<file path="config.mk">
export PLATFORM = sky130hd
export DESIGN_NAME = fetch_queue_flat
export DESIGN_NICKNAME = d
export VERILOG_FILES = /design/src/rtl/fetch_queue_if.sv /design/src/rtl/fetch_queue.sv /design/src/flat_wrapper.sv
export SDC_FILE = /design/constraint.sdc
export NUM_CORES = 1
export LEC_CHECK = 0
export CORE_MARGIN = 8
export CORE_UTILIZATION = 55
export CTS_CLUSTER_DIAMETER = 40
export DETAILED_ROUTE_END_ITERATION = 8
export PLACE_DENSITY = 0.85
export SLEW_MARGIN = 0
export SYNTH_ARGS = -nofsm -noshare
export SYNTH_HDL_FRONTEND = slang
export SYNTH_SLANG_ARGS = --single-unit
</file>
<file path="constraint.sdc">
create_clock -name clk -period 10.05 [get_ports clk]
set_input_delay 1.5075 -clock clk [delete_from_list [all_inputs] [get_ports clk]]
set_output_delay 1.5075 -clock clk [all_outputs]
set_load 0.02 [all_outputs]
</file>
<file path="src/rtl/fetch_queue_if.sv">
// fetch_queue_if: instruction-memory request/response port and core-facing instruction port
interface fetch_queue_if;
    logic        mem_req;
    logic [31:0] mem_addr;
    logic        mem_ready;
    logic        mem_rvalid;
    logic [31:0] mem_rdata;
    logic        stall;
    logic        redirect;
    logic [31:0] redirect_pc;
    logic        instr_valid;
    logic [31:0] instr;
    logic [31:0] instr_pc;
    logic [31:0] instr_pc_plus4;
    modport master (
        output mem_req, mem_addr, instr_valid, instr, instr_pc, instr_pc_plus4,
        input  mem_ready, mem_rvalid, mem_rdata, stall, redirect, redirect_pc
    );
    modport slave (
        input  mem_req, mem_addr, instr_valid, instr, instr_pc, instr_pc_plus4,
        output mem_ready, mem_rvalid, mem_rdata, stall, redirect, redirect_pc
    );
endinterface

</file>
<file path="src/rtl/fetch_queue.sv">
// fetch_queue: sequential instruction fetch with credit-limited requests,
// an in-order {pc, instr} response FIFO and redirect flush of stale responses
module fetch_queue #(
    parameter logic [31:0] RESET_PC = 32'h1000_0000,
    parameter int          DEPTH    = 4
) (
    input logic           clk,
    input logic           rst,
    fetch_queue_if.master bus
);
    localparam int AW = $clog2(DEPTH);
    localparam int CW = AW + 1;
    logic [31:0]   fetch_pc, tag_pc, target;
    logic [CW-1:0] occ, outst, disc;
    logic [AW-1:0] wr_ptr, rd_ptr;
    logic [31:0]   data_mem [DEPTH];
    logic [31:0]   pc_mem [DEPTH];
    logic          accept, rsp, push, pop, valid;

    assign target = bus.redirect_pc & ~32'd3;
    assign valid  = !rst && occ != '0;
    // a response with nothing outstanding is a protocol error and is ignored
    assign rsp    = bus.mem_rvalid && outst != '0;
    assign push   = rsp && disc == '0 && !bus.redirect;
    assign pop    = valid && !bus.stall && !bus.redirect;
    assign accept = bus.mem_req && bus.mem_ready;

    assign bus.mem_req        = !rst && !bus.redirect && (occ + outst < CW'(DEPTH));
    assign bus.mem_addr       = fetch_pc;
    assign bus.instr_valid    = valid;
    assign bus.instr          = valid ? data_mem[rd_ptr] : 32'h0000_0013;
    assign bus.instr_pc       = valid ? pc_mem[rd_ptr] : '0;
    assign bus.instr_pc_plus4 = valid ? pc_mem[rd_ptr] + 32'd4 : '0;

    // tag_pc tracks the address of the next response that will be kept
    always_ff @(posedge clk) begin
        if (rst) begin
            fetch_pc <= RESET_PC;
            tag_pc   <= RESET_PC;
            occ      <= '0;
            outst    <= '0;
            disc     <= '0;
            wr_ptr   <= '0;
            rd_ptr   <= '0;
        end else if (bus.redirect) begin
            fetch_pc <= target;
            tag_pc   <= target;
            occ      <= '0;
            outst    <= outst - CW'(rsp);
            disc     <= outst - CW'(rsp);
            wr_ptr   <= '0;
            rd_ptr   <= '0;
        end else begin
            fetch_pc <= accept ? fetch_pc + 32'd4 : fetch_pc;
            tag_pc   <= push ? tag_pc + 32'd4 : tag_pc;
            occ      <= occ + CW'(push) - CW'(pop);
            outst    <= outst + CW'(accept) - CW'(rsp);
            disc     <= disc - CW'(rsp && disc != '0);
            wr_ptr   <= wr_ptr + AW'(push);
            rd_ptr   <= rd_ptr + AW'(pop);
        end
    end

    always_ff @(posedge clk) begin
        if (push) begin
            data_mem[wr_ptr] <= bus.mem_rdata;
            pc_mem[wr_ptr]   <= tag_pc;
        end
    end
endmodule

</file>
<file path="src/flat_wrapper.sv">
// flat-port wrapper written by rule: the top's interface ports become plain ports
module fetch_queue_flat 
#(
    parameter logic [31:0] RESET_PC = 32'h1000_0000,
    parameter int          DEPTH    = 4
)
  (clk, rst, bus_mem_req, bus_mem_addr, bus_instr_valid, bus_instr, bus_instr_pc, bus_instr_pc_plus4, bus_mem_ready, bus_mem_rvalid, bus_mem_rdata, bus_stall, bus_redirect, bus_redirect_pc);
  fetch_queue_if bus_i ();
  input logic clk;
  input logic rst;
  output wire logic [$bits(bus_i.mem_req)-1:0] bus_mem_req;
  output wire logic [$bits(bus_i.mem_addr)-1:0] bus_mem_addr;
  output wire logic [$bits(bus_i.instr_valid)-1:0] bus_instr_valid;
  output wire logic [$bits(bus_i.instr)-1:0] bus_instr;
  output wire logic [$bits(bus_i.instr_pc)-1:0] bus_instr_pc;
  output wire logic [$bits(bus_i.instr_pc_plus4)-1:0] bus_instr_pc_plus4;
  input wire logic [$bits(bus_i.mem_ready)-1:0] bus_mem_ready;
  input wire logic [$bits(bus_i.mem_rvalid)-1:0] bus_mem_rvalid;
  input wire logic [$bits(bus_i.mem_rdata)-1:0] bus_mem_rdata;
  input wire logic [$bits(bus_i.stall)-1:0] bus_stall;
  input wire logic [$bits(bus_i.redirect)-1:0] bus_redirect;
  input wire logic [$bits(bus_i.redirect_pc)-1:0] bus_redirect_pc;
  assign bus_mem_req = bus_i.mem_req;
  assign bus_mem_addr = bus_i.mem_addr;
  assign bus_instr_valid = bus_i.instr_valid;
  assign bus_instr = bus_i.instr;
  assign bus_instr_pc = bus_i.instr_pc;
  assign bus_instr_pc_plus4 = bus_i.instr_pc_plus4;
  assign bus_i.mem_ready = bus_mem_ready;
  assign bus_i.mem_rvalid = bus_mem_rvalid;
  assign bus_i.mem_rdata = bus_mem_rdata;
  assign bus_i.stall = bus_stall;
  assign bus_i.redirect = bus_redirect;
  assign bus_i.redirect_pc = bus_redirect_pc;
  fetch_queue #(.RESET_PC(RESET_PC), .DEPTH(DEPTH)) u_core (.clk(clk), .rst(rst), .bus(bus_i));
endmodule
</file>
==> reports/qor.yml <==
cp-start-kind: "register"
wl_per_cell_microns: 21.8
power.total_mw: 3.24
ys_warn_count: 0
power_frac_comb: 0.101
gr-usage-all-layers: 0.213
crit_buf_inv: 2
powerDensity_mw_per_mm2: 183
cts_made_buffers: 37
synth_cell_types: 52
hold_violations: 0
postCtsSetupBuffers: 0
detailroute.wirelength.met3_mm: 2.71
cp_slowest_stage_delay_ns: 0.77
grt_overflow: 0
die_w_microns: 177
clk_pin_slew_worst_paths_ns: 0.06
clkPwrFrac: 0.425
cts_resized: 0
fin_skew_ns: 0.0176
cts_tree: "built"
drc: 0
crit_family: "buffers and inverters"
worstMarginPinSlew_ns: 0.987
syn_inst: 1019
rr_startpoint: "u_core.outst[1]"
finalSetupViolCount: 0
final.setup.tns_ns: 0
cp.arrival_ns: 4.34
routed_wl_mm: 34.3
ir_worst_vdd_uv: 160
synth_ff_type: "edfxtp_1"
rows: 59
grt_setup_unrepaired: "false"
status: "complete, no violations"
core-area_sq_mm: 0.0258
slew_headroom: 0.336
synth_edf_count: 248
hp-class: "reg -> reg"
initial_core_util: 0.552
drt_iter0_markers: 963
r2r_slack_ns: 6.53
switching_share: 0.240
htreeDepth: 2
endpoint: "bus_instr_pc_plus4[27]"
ctsHoldBuffers: 0
fmax_mhz: 171
drt-vias-per-instance: 6.03
wl_met2_mm: 16.8
die-area_sq_mm: 0.0313
finalWorstSetupSlack_ns: 4.20
firstDrtPassIters: 5
dpl.hpwl_mm: 21.7
grt_max_degree: 85
grt_pass1_wl_mm: 52.3
end_kind: "primary output"
critPathKind: "reg -> out"
clock-sinks: 321
wirelength_met1_mm: 14.0
antenna_found_initial: 0
r2r_end: "u_core.outst[2]"
ios: 200
final_max_slew_viol_count: 0
crit_start: "u_core.rd_ptr[0]"
final_antenna_net_count: 0
ys_seq_area_frac: 0.626
grt_pass1_vias: 9260
power.leakage_nw: 5.71
crit_fanout: 44
async_flop_share: 0
fp.dieH_microns: 177
intPower_mw: 2.46
areaGrowthSynthToFinish_pct: 24.2
post-place-ws_ns: 4.39
io_buffers: 191
ys_ff_latch: 321
root_buffer: "clkbuf_16"
p_seq_frac: 0.474
gp_congestion: 0.876
nNetsFinal: 1291
rr_worst_depth: 12
required_ns: 8.54
drive_above_1_share: 0.120
period_minus_slack_ns: 5.85
antenna_cells: 0
path_cells: "buf_4, mux4_2, and3_1, nand4_1, or4_1, a21oi_1, clkdlybuf4s50_1"
slowest_stage: "buf_4"
post-route-period-util: 0.582
syn_area_per_cell_sq_um: 14.0
synth_area_sq_mm: 0.0142
top_layer_used: "met4"
vias: 9468
max-clock-path-buffers: 3
path_depth: 7
fillerInstances: 1667
netSwitchingPower_mw: 0.775
maxCapViolCount: 0
clock_latency_ns: 0.52
## metrics by stage
step	cells	hold slack, ns	util	area [sq um]
floorplan	1024	0.469	-	14200
CTS	1569	0.524	0.686	17700
global placement	1501	0.511	0.636	16400
finish	1569	0.524	0.686	17700
global route	1569	0.549	0.686	17700
detailed placement	1501	0.513	0.636	16400
## power by group through the flow
| stage | clock, mW | combinational (mW) | sequential [mW] |
|---|---|---|---|
| 2_1_floorplan | 0 | 0.193 | 1.56 |
| 3_3_place_gp | 0 | 0.311 | 1.55 |
| 3_5_place_dp | 0 | 0.321 | 1.56 |
| 4_1_cts | 1.39 | 0.326 | 1.53 |
| 5_1_grt | 1.45 | 0.354 | 1.54 |
| 6_report | 1.38 | 0.326 | 1.54 |
## layer usage
layer  track usage  vias to the layer above
met5             0                        -
met4        0.0574                        0
met3        0.0431                       67
met2         0.355                      439
met1         0.282                     4636
li1              -                     4326
## flip-flops by register name (all words and copies together), names as in the netlist, 3 cells and up
register,cells
u_core.outst,3
u_core.pc_mem,120
u_core.tag_pc,30
u_core.disc,3
u_core.occ,3
u_core.data_mem,128
u_core.bus.mem_addr,30
## worst reg2reg max path: cells and delay by family, from the launching register on
kind / cells / cell delay (ns)
xor+xnor: 3 / 0.41
flops: 1 / 0.41
simple gates: 2 / 0.62
buf+inv: 2 / 0.54
fa+ha+maj: 3 / 0.94
compound gates: 2 / 0.48
## layout make-up
type	instances	area, sq um	area share
flip-flops and latches	321	8910	0.505
multi-input cells	616	4960	0.281
repair buffers	203	2000	0.113
clock buffers	45	976	0.0553
well taps	335	419	0.0237
clock inverters	23	295	0.0167
inverters	26	97.6	0.00553
## logic make-up (layout without fill, tap and decap cells)
logic type | Yosys count | after routing | share of synthesized area
buf+inv | 87 | 297 | 0.0277
simple gates | 337 | 337 | 0.132
compound gates | 140 | 140 | 0.0642
xor+xnor | 48 | 48 | 0.0296
fa+ha+maj | 16 | 16 | 0.0151
flops | 321 | 321 | 0.626
mux | 69 | 69 | 0.105
other cells | 1 | 6 | 0.000264
## worst min path at each step
stage / start / endpoint / slack, ns / depth (start not counted)
2_1_floorplan: u_core.tag_pc[31] / u_core.pc_mem[0][31] / 0.47 / 0
3_3_place_gp: u_core.bus.mem_addr[3] / u_core.bus.mem_addr[3] / 0.51 / 2
3_5_place_dp: u_core.bus.mem_addr[3] / u_core.bus.mem_addr[3] / 0.51 / 2
4_1_cts: u_core.bus.mem_addr[3] / u_core.bus.mem_addr[3] / 0.52 / 2
5_1_grt: u_core.tag_pc[31] / u_core.pc_mem[2][31] / 0.55 / 0
6_report: u_core.bus.mem_addr[3] / u_core.bus.mem_addr[3] / 0.52 / 2
## synthesized netlist by cell type (all sizes together), types with 15 or more instances
library cell,count,share of area
edfxtp,248,0.52
clkbuf,36,0.0095
inv,25,0.0066
buf,25,0.011
xnor2,25,0.015
nor2,50,0.013
nand4,34,0.015
or4,15,0.0082
nand3,30,0.011
o21ai,28,0.0099
or3,30,0.013
a31oi,25,0.011
a21oi,24,0.0084
and2,71,0.031
xor2,23,0.014
mux4,62,0.099
dfxtp,73,0.10
nand2,50,0.013
## layout by cell type (no fill, tap or decap), types with 25 or more instances in the layout
cell	instances
xnor2_1	25
dfxtp_1	71
nand2_1	49
and2_1	71
nor2_1	48
nand3_1	30
o21ai_0	28
mux4_2	58
clkdlybuf4s50_1	190
a31oi_1	25
nand4_1	33
or3_1	30
clkbuf_16	37
edfxtp_1	248
No activity file was read; power rests on OpenSTA's default activity.
